==> src/rtl/sega_sprite_pixel_shifter.sv <==
// Sprite ROM word serializer.
// Takes the 16-bit 4bpp words that the upstream index counter addresses and emits
// one pixel per pixel-clock enable, together with its line-buffer X position.
// It handles horizontal flip, transparent pixels (nibble 0) and the end-of-sprite
// marker (nibble F). It also returns a count-enable pulse that advances the
// upstream address counter after each word it takes.
module sega_sprite_pixel_shifter (
    input  logic        i_MCLK,
    input  logic        i_RST,
    input  logic        i_CLK5MNCEN,
    input  logic        i_START,
    input  logic        i_VEN_n,
    input  logic [8:0]  i_XSTART,
    input  logic [3:0]  i_PALBANK,
    input  logic        i_SWAP,
    input  logic [15:0] i_ROM_D,
    input  logic        i_ROM_VALID,
    output logic        o_ROM_REQ,
    output logic        o_CWEN,
    output logic [7:0]  o_PIX,
    output logic [8:0]  o_PIX_X,
    output logic        o_PIX_WE,
    output logic        o_BUSY,
    output logic        o_DONE
);

    typedef enum logic [1:0] {
        IDLE  = 2'd0,
        FETCH = 2'd1,
        SHIFT = 2'd2,
        DONE  = 2'd3
    } state_t;

    // A sprite line that never shows an end marker is cut off after this many words.
    localparam logic [6:0] MAX_WORDS = 7'd64;

    state_t      state, state_nxt;
    logic [8:0]  xcnt, xcnt_nxt;
    logic [3:0]  palbank, palbank_nxt;
    logic [6:0]  wcnt, wcnt_nxt;
    logic [1:0]  nidx, nidx_nxt;
    logic [15:0] shreg, shreg_nxt;
    logic        swap, swap_nxt;
    logic [7:0]  pix_nxt;
    logic [8:0]  pix_x_nxt;
    logic        pix_we_nxt, cwen_nxt, done_nxt;
    logic        load;
    logic [1:0]  sel;
    logic [3:0]  cur_nib;

    // Select the current nibble. Flip walks the word from the low nibble upward.
    always_comb begin
        sel     = swap ? nidx : ~nidx;
        cur_nib = shreg[{sel, 2'b00} +: 4];
    end

    // Request a word while fetching, and during the last nibble of a word so the
    // next word can be prefetched without a gap.
    assign o_ROM_REQ = (state == FETCH) ||
                       ((state == SHIFT) && (nidx == 2'd3) && (cur_nib != 4'hF));

    // Busy stays high through the cycle in which the done pulse is visible.
    assign o_BUSY = (state != IDLE) || o_DONE;

    // Next-state and next-output logic for one pixel-clock step.
    always_comb begin
        // NOTE: every signal gets a default first, so no path through the case can leave one unassigned and infer a latch.
        state_nxt   = state;
        xcnt_nxt    = xcnt;
        palbank_nxt = palbank;
        wcnt_nxt    = wcnt;
        nidx_nxt    = nidx;
        shreg_nxt   = shreg;
        swap_nxt    = swap;
        pix_nxt     = o_PIX;
        pix_x_nxt   = o_PIX_X;
        pix_we_nxt  = 1'b0;
        cwen_nxt    = 1'b0;
        done_nxt    = 1'b0;
        load        = 1'b0;

        case (state)
            IDLE: begin
                if (i_START && !i_VEN_n) begin
                    xcnt_nxt    = i_XSTART;
                    palbank_nxt = i_PALBANK;
                    wcnt_nxt    = 7'd0;
                    state_nxt   = FETCH;
                end
            end
            FETCH: begin
                if (i_ROM_VALID) begin
                    load      = 1'b1;
                    state_nxt = SHIFT;
                end
            end
            SHIFT: begin
                if (cur_nib == 4'hF) begin
                    state_nxt = DONE;
                end else begin
                    pix_nxt    = {palbank, cur_nib};
                    pix_x_nxt  = xcnt;
                    pix_we_nxt = (cur_nib != 4'h0);
                    xcnt_nxt   = xcnt + 9'd1;
                    if (nidx != 2'd3) begin
                        nidx_nxt = nidx + 2'd1;
                    end else if (wcnt == MAX_WORDS) begin
                        state_nxt = DONE;
                    end else if (i_ROM_VALID) begin
                        load = 1'b1;
                    end else begin
                        state_nxt = FETCH;
                    end
                end
            end
            DONE: begin
                done_nxt  = 1'b1;
                state_nxt = IDLE;
            end
            default: state_nxt = IDLE;
        endcase

        // A word taken from the ROM restarts the nibble walk and pings the counter.
        if (load) begin
            shreg_nxt = i_ROM_D;
            swap_nxt  = i_SWAP;
            nidx_nxt  = 2'd0;
            wcnt_nxt  = wcnt + 7'd1;
            cwen_nxt  = 1'b1;
        end
    end

    // State and output registers: reset wins on every edge, otherwise advance on CE.
    always_ff @(posedge i_MCLK) begin
        // NOTE: sequential state uses non-blocking assignments so every register samples pre-edge values.
        if (i_RST) begin
            state    <= IDLE;
            xcnt     <= 9'd0;
            palbank  <= 4'd0;
            wcnt     <= 7'd0;
            nidx     <= 2'd0;
            shreg    <= 16'd0;
            swap     <= 1'b0;
            o_PIX    <= 8'd0;
            o_PIX_X  <= 9'd0;
            o_PIX_WE <= 1'b0;
            o_CWEN   <= 1'b0;
            o_DONE   <= 1'b0;
        end else if (i_CLK5MNCEN) begin
            state    <= state_nxt;
            xcnt     <= xcnt_nxt;
            palbank  <= palbank_nxt;
            wcnt     <= wcnt_nxt;
            nidx     <= nidx_nxt;
            shreg    <= shreg_nxt;
            swap     <= swap_nxt;
            o_PIX    <= pix_nxt;
            o_PIX_X  <= pix_x_nxt;
            o_PIX_WE <= pix_we_nxt;
            o_CWEN   <= cwen_nxt;
            o_DONE   <= done_nxt;
        end
    end

endmodule

==> config.mk <==
export PLATFORM = sky130hd
export DESIGN_NAME = sega_sprite_pixel_shifter
export DESIGN_NICKNAME = d
export VERILOG_FILES = /design/src/rtl/sega_sprite_pixel_shifter.sv
export SDC_FILE = /design/constraint.sdc
export NUM_CORES = 1
export LEC_CHECK = 0
export BUFFER_PORTS_ARGS = -buffer_cell sky130_fd_sc_hd__buf_2
export CAP_MARGIN = 20
export CELL_PAD_IN_SITES_DETAIL_PLACEMENT = 0
export CELL_PAD_IN_SITES_GLOBAL_PLACEMENT = 1
export CORE_MARGIN = 5
export CORE_UTILIZATION = 35
export CTS_CLUSTER_DIAMETER = 120
export DETAILED_ROUTE_END_ITERATION = 7
export PLACE_DENSITY_LB_ADDON = 0.08
export SLEW_MARGIN = 20
export SYNTH_ARGS = -nofsm -noshare
export SYNTH_HDL_FRONTEND = slang
export SYNTH_SLANG_ARGS = --single-unit
==> constraint.sdc <==
create_clock -name i_MCLK -period 3 [get_ports i_MCLK]
set_input_delay 0.15 -clock i_MCLK [delete_from_list [all_inputs] [get_ports i_MCLK]]
set_output_delay 0.15 -clock i_MCLK [all_outputs]
set_load 0.005 [all_outputs]
==> flow_metrics.py, run 1 <==
metrics = {
    "routing": {
        "post_drt_wl_per_cell_um": 14.7,
        "drt_first_pass_iters": 4,
        "drt-initial-drc-count": 61,
        "detail_route.drc_violations": 0,
        "via_density_per_instance": 5.04,
        "final_antenna_net_count": 0,
        "routed_wirelength_um": 7470,
        "dr_total_vias": 2569,
    },
    "sta": {
        "timing.fmax_mhz": 417,
        "timing.max_slew.rel_slack_pct": 55.3,
        "fin_worst_skew_ns": 0.0129,
        "final.period_utilization_pct": 79.9,
        "fin_tns_setup_ns": 0,
        "timing_worst_slew_pin_value_ns": 0.671,
        "grt_setup_unrepaired": "false",
        "period_needed_ns": 2.40,
        "worst_slack_ns": 0.603,
        "setup_viol": 0,
        "final-hold-violation-count": 0,
        "final_slew_violations": 0,
    },
    "placement": {
        "detailed_placement_wirelength_estimate_um": 5390,
        "place.gp.congestion": 0.760,
        "pre_cts_ws_ns": 0.609,
        "port_buffers": 57,
    },
    "yosys": {
        "ys_types": 48,
        "synth.avg_cell_area_sq_um": 8.69,
        "netlist_instances": 344,
        "synth_edf_count": 0,
        "synth_top_cell_by_area": "sky130_fd_sc_hd__dfxtp_1",
        "dominantRegCellSynth": "sky130_fd_sc_hd__dfxtp_1",
        "netlist_top_cells_area": "sky130_fd_sc_hd__dfxtp_1 41%, sky130_fd_sc_hd__mux2i_1 8.4%, sky130_fd_sc_hd__nand2_1 7.5%",
        "synth.most_common_cell": "sky130_fd_sc_hd__dfxtp_1",
        "yosysWarnings": 0,
        "syn_nets": 388,
        "synth_top_area_share_pct": 40.8,
        "async_reset_ff_share_pct": 0,
        "synth_area_sq_mm": 0.00299,
        "synth.yosys.seq_area_share_pct": 40.8,
        "synth.ff_latch_count": 61,
        "synth_commonest_cells": "61 x sky130_fd_sc_hd__dfxtp_1, 60 x sky130_fd_sc_hd__nand2_1, 36 x sky130_fd_sc_hd__nor2_1, 35 x sky130_fd_sc_hd__a21oi_1, 25 x sky130_fd_sc_hd__mux2i_1",
    },
    "power_and_ir_drop": {
        "peakVddDrop_mv": 0.193,
        "clock_power_share_pct": 46.5,
        "p_int_w": 0.00142,
        "power_switching_w": 0.000420,
        "power.density_mw_per_mm2": 513,
        "power.leakage_nw": 1.40,
        "seqPwrFrac_pct": 45.8,
        "switching_share_pct": 22.9,
        "combinationalPowerShare_pct": 7.7,
    },
    "clock_tree": {
        "cts_num_sinks": 61,
        "clkLatencyLatePin_ns": 0.34,
        "cts-buffers-inserted": 9,
        "tritoncts": "built",
        "clkTransAtPathRegs_ns": 0.07,
        "ctsLongestPathBuffers": 2,
        "postCtsHoldBufs": 0,
        "htreeDepth": 3,
        "cts_resized": 0,
        "postCtsSetupBuffers": 0,
        "cts.root.buffer_cell": "sky130_fd_sc_hd__clkbuf_8",
    },
    "grt": {
        "first_global_vias": 2506,
        "grt_remaining_overflow": 0,
        "antenna_found_initial": 0,
        "gr-usage-all-layers_pct": 14.8,
        "global_route_wire_length_before_repair_um": 12200,
        "grt_start_max_net_pins": 34,
    },
    "layout": {
        "final_net_count": 445,
        "area_growth_pct": 20.0,
        "antennaDiodeCount": 0,
        "fillerInstances": 891,
        "final_layout_size_suffix_gt1_share_pct": 22.7,
    },
    "worst_setup_path": {
        "crit_path_end_kind": "register",
        "critPathLaunchType": "register",
        "cp.arrival_ns": 2.61,
        "timing.setup.critical_path_class": "register to register",
        "critical_path_required_ns": 3.21,
        "crit_fanout": 14,
    },
    "run": {
        "max-cap-violations": 0,
    },
    "floorplanning": {
        "std_cell_rows": 33,
        "fp.coreArea_sq_mm": 0.00826,
        "design.die.area_sq_mm": 0.0105,
        "initial_core_util_pct": 36.2,
        "die_h_um": 102,
        "die-width_um": 102,
        "top_level_ports": 58,
    },
    "worst_hold_path": {
        "hp_class": "primary input to register",
    },
    "run_status": {
        "outcome": "completed",
    },
}
## layout by cell type, fill, tap and decap left out, types with 2 or more instances in the layout
cell,synthesis,layout
sky130_fd_sc_hd__a211oi_1,3,3
sky130_fd_sc_hd__buf_2,3,57
sky130_fd_sc_hd__dfxtp_1,61,61
sky130_fd_sc_hd__ha_1,8,8
sky130_fd_sc_hd__bufinv_16,0,2
sky130_fd_sc_hd__o32ai_1,5,5
sky130_fd_sc_hd__buf_4,1,7
sky130_fd_sc_hd__and2_1,2,2
sky130_fd_sc_hd__nand2b_1,4,4
sky130_fd_sc_hd__and3_1,3,3
sky130_fd_sc_hd__clkbuf_8,0,12
sky130_fd_sc_hd__a221o_1,2,2
sky130_fd_sc_hd__mux4_1,3,3
sky130_fd_sc_hd__nand4_1,4,4
sky130_fd_sc_hd__nor2_1,36,36
sky130_fd_sc_hd__nor3b_1,4,4
sky130_fd_sc_hd__mux2_2,5,5
sky130_fd_sc_hd__nor3_1,3,3
sky130_fd_sc_hd__mux2i_1,25,25
sky130_fd_sc_hd__o21ai_0,8,8
sky130_fd_sc_hd__o22a_1,3,3
sky130_fd_sc_hd__a21oi_1,35,35
sky130_fd_sc_hd__nand3_1,16,16
sky130_fd_sc_hd__inv_1,8,8
sky130_fd_sc_hd__o22ai_1,2,2
sky130_fd_sc_hd__nand2_1,60,60
sky130_fd_sc_hd__nor2b_1,6,6
## metal layers
layer / GRT usage (%) / share of wire (%) / wire length [um]
met5: 0 / 0 / 0
met4: 5.45 / 1.1 / 85
met1: 18.8 / 47 / 3510
met2: 24.7 / 48 / 3580
met3: 3.07 / 3.9 / 293
## cell type report
cell class / count / area [sq um] / area share (%)
Clock buffer: 12 / 165 / 4.60
Clock inverter: 3 / 67.6 / 1.88
Inverter: 8 / 30.0 / 0.837
Multi-Input combinational cell: 257 / 1630 / 45.6
Sequential cell: 61 / 1220 / 34.0
Tap cell: 105 / 131 / 3.66
Timing Repair Buffer: 64 / 338 / 9.42
## path summary, 6_finish.rpt
check | slack (ns) | to | from | cells after the start
hold reg to reg | 0.45 | o_PIX[6] | o_PIX[6] | 2
hold / removal | 0.05 | shreg[6] | i_ROM_D[6] | 3
setup reg to reg | 0.60 | wcnt[6] | nidx[0] | 7
setup / recovery | 0.60 | wcnt[6] | nidx[0] | 7
## power by group through the flow
stage	logic [W]	registers, W	clock network [W]
global route	0.000158	0.000844	0.000923
floorplan	0.0000906	0.000855	0
global placement	0.000143	0.000861	0
CTS	0.000143	0.000842	0.000884
detailed placement	0.000143	0.000861	0
finish	0.000142	0.000842	0.000855
## cells by family (layout without fill, tap and decap cells)
kind of cell	Yosys count	count (layout)	synth area share, %
DFF	61	61	40.8
and+or+nand+nor	143	143	21.7
AOI/OAI and AO/OA	70	70	15.1
muxes	34	34	13.6
buffers and inverters	26	87	4.52
xor gates and xnor gates	2	2	0.837
adders and majority gates	8	8	3.35
## stage by stage
stage	power, W	area, sq um	util [%]	hold WS [ns]	instances
after floorplan	0.000945	2990	-	0.297	344
after global placement	0.00100	3350	40.6	0.385	495
after detailed placement	0.00100	3350	40.6	0.389	495
after CTS	0.00187	3590	43.4	0.0339	510
after global routing	0.00192	3590	43.4	0.0461	510
final	0.00184	3590	43.4	0.0461	510
## sequential cells by signal (all words and copies together), names as in the netlist
signal and flops:
shreg 16, o_PIX_X 9, xcnt 9, o_PIX 8, wcnt 7, palbank 4
nidx 2, state 2, o_CWEN 1, o_DONE 1, o_PIX_WE 1, swap 1
## critical path: stages, from the launching register on
cell and delay, ns:
sky130_fd_sc_hd__dfxtp_1 0.36, sky130_fd_sc_hd__xnor2_2 0.42, sky130_fd_sc_hd__mux2i_1 0.40, sky130_fd_sc_hd__o22ai_4 0.19, sky130_fd_sc_hd__a31o_1 0.25, sky130_fd_sc_hd__buf_4 0.20, sky130_fd_sc_hd__nor4b_2 0.17, sky130_fd_sc_hd__a221o_1 0.28
Power figures use the tool's default switching activity.
==> inputs of run 2 (changes only) <==
==> constraint.sdc (replaced) <==
create_clock -name i_MCLK -period 2.1 [get_ports i_MCLK]
set_input_delay 0.105 -clock i_MCLK [delete_from_list [all_inputs] [get_ports i_MCLK]]
set_output_delay 0.105 -clock i_MCLK [all_outputs]
set_load 0.005 [all_outputs]
==> run 2 against run 1 <==
  * Non-clock buffer count increased by 38
  * Register-to-register slack got worse by 0.47 ns
  * Via count increased by 7.6%
  * Die area unchanged
  * Total power increased by 43%
  * Setup slack got worse by 0.48 ns
  * Cell count increased by 7.6%
  * Flip-flop and latch count unchanged
  * Clock-buffer cell count decreased by 3
  * Critical path type is now register to output pin
==> flow_metrics.py, run 2 (synthesis gave the netlist of run 1 again) <==
metrics = {
    "sta": {
        "timing_worst_slew_pin_value_ns": 0.351,
        "final.period_utilization_pct": 94.1,
        "final-hold-violation-count": 0,
        "fin_worst_skew_ns": 0.00796,
        "worst_slack_ns": 0.124,
        "setup_viol": 0,
        "final_slew_violations": 0,
        "fin_tns_setup_ns": 0,
        "period_needed_ns": 1.98,
        "grt_setup_unrepaired": "true",
        "timing.fmax_mhz": 506,
        "timing.max_slew.rel_slack_pct": 76.6,
    },
    "clock_tree": {
        "cts_num_sinks": 61,
        "tritoncts": "built",
        "cts.root.buffer_cell": "sky130_fd_sc_hd__clkbuf_8",
        "clkTransAtPathRegs_ns": 0.07,
        "ctsLongestPathBuffers": 2,
        "cts-buffers-inserted": 9,
        "clkLatencyLatePin_ns": 0.35,
        "htreeDepth": 3,
    },
    "power_and_ir_drop": {
        "seqPwrFrac_pct": 45.6,
        "switching_share_pct": 24.9,
        "power.leakage_nw": 1.56,
        "peakVddDrop_mv": 0.350,
        "p_int_w": 0.00198,
        "combinationalPowerShare_pct": 9.5,
        "power.density_mw_per_mm2": 666,
        "clock_power_share_pct": 44.9,
        "power_switching_w": 0.000656,
    },
    "grt": {
        "first_global_vias": 2644,
        "antenna_found_initial": 0,
        "grt_start_max_net_pins": 33,
        "global_route_wire_length_before_repair_um": 12600,
        "grt_remaining_overflow": 0,
        "gr-usage-all-layers_pct": 15.3,
    },
    "worst_setup_path": {
        "timing.setup.critical_path_class": "register to output pin",
        "cp.arrival_ns": 1.87,
        "crit_fanout": 5,
        "critical_path_required_ns": 2.00,
        "crit_path_end_kind": "output pin",
        "worst_case_register_to_register_setup_slack_ns": 0.13,
        "critPathLaunchType": "register",
    },
    "layout": {
        "fillerInstances": 852,
        "number_of_flip_flops_under_the_largest_register_name": 16,
        "layout_commonest_cell": "sky130_fd_sc_hd__nand2_1",
        "antennaDiodeCount": 0,
        "final_layout_size_suffix_gt1_share_pct": 26.1,
        "top_register": "shreg",
        "layout_top_registers": "shreg (16), o_PIX_X (9), xcnt (9)",
        "final_cell_mix": "60 x sky130_fd_sc_hd__nand2_1, 59 x sky130_fd_sc_hd__dfxtp_1, 58 x sky130_fd_sc_hd__buf_2",
        "area_growth_pct": 32.3,
        "final_cells": 549,
        "final_net_count": 483,
    },
    "routing": {
        "dr_total_vias": 2763,
        "via_density_per_instance": 5.03,
        "final_antenna_net_count": 0,
        "post_drt_wl_per_cell_um": 13.9,
        "routed_wirelength_um": 7630,
        "drt-initial-drc-count": 57,
        "drt_first_pass_iters": 4,
        "detail_route.drc_violations": 0,
    },
    "worst_hold_path": {
        "hp_class": "primary input to register",
    },
    "placement": {
        "pre_cts_ws_ns": -0.0143,
        "detailed_placement_wirelength_estimate_um": 5430,
        "place.gp.congestion": 0.781,
        "port_buffers": 57,
        "numPlacedInstances": 509,
    },
    "run": {
        "max-cap-violations": 0,
    },
    "floorplanning": {
        "die-width_um": 102,
        "design.die.area_sq_mm": 0.0105,
        "std_cell_rows": 33,
        "die_h_um": 102,
        "fp.coreArea_sq_mm": 0.00826,
        "top_level_ports": 58,
        "initial_core_util_pct": 36.2,
    },
    "run_status": {
        "outcome": "completed",
    },
}
run 2: changes by cell type in the layout (fill, tap and decap cells not counted), sizes merged:
cell         delta
buf            +17
clkbuf          -3
inv             +1
dlygate4sd3    +21
clkinvlp        +1
clkinv          +2
run 2: cell type report:
class                      instances  area, sq um  share of cell area, %
tap                              105          131                   3.32
inverter                           8         30.0                  0.759
sequential                        61         1220                   30.9
timing repair buffer             102          686                   17.3
clock buffer                       9          124                   3.13
clock inverter                     7         97.6                   2.47
multi-input combinational        257         1660                   42.1
run 2: routing by layer:
layer / vias to the layer above / track usage, % / routed length [um]
met2: 53 / 25.3 / 3640
met5: - / 0 / 0
met3: 12 / 3.48 / 353
li1: 1408 / - / -
met1: 1290 / 19.0 / 3490
met4: 0 / 6.76 / 142
run 2: critical path, cell delays in order (launching register included):
cell,delay [ns]
sky130_fd_sc_hd__dfxtp_1,0.43
sky130_fd_sc_hd__xnor2_4,0.16
sky130_fd_sc_hd__mux2i_2,0.32
sky130_fd_sc_hd__o22ai_4,0.14
sky130_fd_sc_hd__buf_4,0.18
sky130_fd_sc_hd__a21o_1,0.18
sky130_fd_sc_hd__buf_2,0.12
run 2: timing repair:
action,CTS,global route
setup buffers,0,3
resized for setup,2,7
hold endpoints to repair,21,0
pin swaps,0,2
hold buffers,21,0
setup endpoints to repair,1,15
run 2: stage by stage:
| step | util, % | power (W) | cell area, sq um | hold slack (ns) |
|---|---|---|---|---|
| 6_report | 47.9 | 0.00263 | 3960 | 0.107 |
| 4_1_cts | 47.4 | 0.00267 | 3910 | 0.0826 |
| 2_1_floorplan | - | 0.00135 | 2990 | 0.252 |
| 3_5_place_dp | 42.0 | 0.00144 | 3470 | 0.346 |
| 3_3_place_gp | 42.0 | 0.00144 | 3470 | 0.339 |
| 5_1_grt | 47.9 | 0.00276 | 3960 | 0.112 |
run 2: power by group through the flow:
| stage | clock (W) | sequential, W | combinational [W] |
|---|---|---|---|
| 4_1_cts | 0.00123 | 0.00120 | 0.000247 |
| 3_3_place_gp | 0 | 0.00123 | 0.000214 |
| 6_report | 0.00118 | 0.00120 | 0.000250 |
| 2_1_floorplan | 0 | 0.00122 | 0.000129 |
| 5_1_grt | 0.00127 | 0.00120 | 0.000281 |
| 3_5_place_dp | 0 | 0.00123 | 0.000215 |
run 2: worst paths after layout:
path | startpoint | to | cells after the start
setup / recovery | nidx[0] | o_ROM_REQ | 6
hold reg to reg | o_PIX[7] | o_PIX[7] | 2
setup reg to reg | state[1] | wcnt[1] | 8
hold / removal | i_XSTART[3] | xcnt[3] | 3
==> inputs of run 3 (changes only) <==
--- a/config.mk
+++ b/config.mk
@@ -13,7 +13,7 @@
 export CORE_UTILIZATION = 35
 export CTS_CLUSTER_DIAMETER = 120
 export DETAILED_ROUTE_END_ITERATION = 7
-export PLACE_DENSITY_LB_ADDON = 0.08
+export PLACE_DENSITY = 0.72
 export SLEW_MARGIN = 20
 export SYNTH_ARGS = -nofsm -noshare
 export SYNTH_HDL_FRONTEND = slang
==> run 3 against run 2 <==
  * Sequential power barely moved
  * Die area did not move
  * Combinational power fell by 2%
  * Clock skew rose by 0.0027 ns
  * Clock power fell by 8%
  * Total power fell by 3.8%
  * First-iteration DRC count rose by 14%
  * Non-clock buffer count fell by 9
  * Largest cell class unchanged
==> flow_metrics.py, run 3 (synthesis gave the netlist of run 1 again) <==
metrics = {
    "run_status": {
        "outcome": "completed",
    },
    "routing": {
        "dr_total_vias": 2710,
        "drt_first_pass_iters": 4,
        "post_drt_wl_per_cell_um": 13.8,
        "drt-initial-drc-count": 65,
        "final_antenna_net_count": 0,
        "via_density_per_instance": 5.02,
        "routed_wirelength_um": 7430,
        "detail_route.drc_violations": 0,
    },
    "placement": {
        "detailed_placement_wirelength_estimate_um": 5360,
        "place.gp.congestion": 0.864,
        "postPlaceCellArea_sq_mm": 0.00347,
        "numPlacedInstances": 509,
        "port_buffers": 57,
        "pre_cts_ws_ns": 0.0718,
    },
    "grt": {
        "grt_start_max_net_pins": 31,
        "gr-usage-all-layers_pct": 14.8,
        "grt_remaining_overflow": 0,
        "global_route.usage.met1_pct": 18.6,
        "global_route_wire_length_before_repair_um": 12200,
        "antenna_found_initial": 0,
        "grt.busiest_layer": "met2",
        "first_global_vias": 2554,
        "global_route.usage.met2_pct": 23.8,
        "global_route.usage.met3_pct": 4.78,
    },
    "layout": {
        "area_growth_pct": 29.4,
        "final_cell_mix": "61 x sky130_fd_sc_hd__dfxtp_1, 60 x sky130_fd_sc_hd__nand2_1, 58 x sky130_fd_sc_hd__buf_2",
        "number_of_flip_flops_under_the_largest_register_name": 16,
        "antennaDiodeCount": 0,
        "utilization_pct": 46.9,
        "top_register": "shreg",
        "layout_commonest_cell": "sky130_fd_sc_hd__dfxtp_1",
        "final_net_count": 474,
        "final_area_sq_mm": 0.00387,
        "seq_area_sq_mm": 0.00122,
        "final_layout_size_suffix_gt1_share_pct": 26.0,
        "multi_input_area_sq_mm": 0.00167,
        "layout_top_registers": "shreg (16), o_PIX_X (9), xcnt (9)",
        "fillerInstances": 821,
        "final_cells": 540,
    },
    "sta": {
        "period_needed_ns": 1.99,
        "grt_setup_unrepaired": "true",
        "timing_worst_slew_pin_value_ns": 0.319,
        "timing.fmax_mhz": 502,
        "final.period_utilization_pct": 94.9,
        "setup_viol": 0,
        "worst_slack_ns": 0.106,
        "timing.max_slew.rel_slack_pct": 78.8,
        "fin_worst_skew_ns": 0.0106,
        "final_slew_violations": 0,
        "final-hold-violation-count": 0,
        "worst_hold_slack_ns": 0.0174,
    },
    "worst_setup_path": {
        "crit_fanout": 4,
        "critPathLaunchType": "register",
        "cp.arrival_ns": 2.21,
        "critical_path_required_ns": 2.32,
        "crit_path_end_kind": "register",
        "timing.setup.critical_path_class": "register to register",
        "r2r.worst_path.cells": 5,
    },
    "clock_tree": {
        "htreeDepth": 3,
        "clkTransAtPathRegs_ns": 0.08,
        "clkLatencyLatePin_ns": 0.34,
        "cts-buffers-inserted": 9,
        "tritoncts": "built",
        "cts_num_sinks": 61,
        "postCtsSetupBuffers": 0,
        "ctsLongestPathBuffers": 2,
        "cts.root.buffer_cell": "sky130_fd_sc_hd__clkbuf_8",
    },
    "power_and_ir_drop": {
        "clock_power_share_pct": 43.0,
        "power.leakage_nw": 1.53,
        "power.density_mw_per_mm2": 655,
        "combinationalPowerShare_pct": 9.6,
        "power_switching_w": 0.000624,
        "seqPwrFrac_pct": 47.4,
        "peakVddDrop_mv": 0.410,
        "p_int_w": 0.00191,
        "switching_share_pct": 24.6,
    },
    "worst_hold_path": {
        "whs_path_depth": 3,
        "hp_class": "primary input to register",
    },
    "floorplanning": {
        "die-width_um": 102,
        "std_cell_rows": 33,
        "design.die.area_sq_mm": 0.0105,
        "fp.coreArea_sq_mm": 0.00826,
        "initial_core_util_pct": 36.2,
        "die_h_um": 102,
        "top_level_ports": 58,
    },
    "run": {
        "max-cap-violations": 0,
    },
}
==> run 3: final cells by class <==
type                    instances  share of cell area, %
clock inverters                 5                   1.52
multi-input cells             257                   43.1
clock buffers                  11                   3.91
flip-flops and latches         61                   31.6
repair buffers                 93                   15.7
inverters                       8                  0.776
well taps                     105                   3.39
==> run 3: final timing paths <==
check | start | to | slack [ns]
worst max-delay path | swap | o_PIX_WE | 0.11
worst min-delay path | i_ROM_D[1] | shreg[1] | 0.02
worst max register to register | swap | o_PIX_WE | 0.11
worst min register to register | o_PIX_X[7] | o_PIX_X[7] | 0.45
==> run 3: power groups by stage <==
stage / Sequential (W) / Clock, W / Combinational, W
2_1_floorplan: 0.00122 / 0 / 0.000129
3_3_place_gp: 0.00123 / 0 / 0.000214
3_5_place_dp: 0.00123 / 0 / 0.000214
4_1_cts: 0.00120 / 0.00112 / 0.000235
5_1_grt: 0.00121 / 0.00118 / 0.000272
6_report: 0.00120 / 0.00109 / 0.000244
==> run 3: layer usage <==
layer / vias to the layer above / routed length [um]
met5: - / 0
met4: 0 / 114
met3: 11 / 436
met2: 62 / 3580
met1: 1251 / 3310
li1: 1386 / -
==> run 3: per-stage QoR <==
stage / power (W) / setup TNS, ns
after detailed placement: 0.00144 / 0
final: 0.00253 / 0
after global placement: 0.00144 / 0
after global routing: 0.00266 / -0.0204
after floorplan: 0.00135 / 0
after CTS: 0.00255 / 0
==> run 3: timing repair <==
item / CTS / global route
endpoints found under the setup margin: 0 / 30
hold endpoints to repair: 14 / 0
resized for setup: 0 / 10
hold buffers: 14 / 0
==> run 3: worst max-delay path, stage by stage (launching register included) <==
cell,delay [ns]
sky130_fd_sc_hd__dfxtp_1,0.36
sky130_fd_sc_hd__xnor2_2,0.29
sky130_fd_sc_hd__buf_4,0.21
sky130_fd_sc_hd__mux4_1,0.60
sky130_fd_sc_hd__o41ai_2,0.33
sky130_fd_sc_hd__a21oi_1,0.09
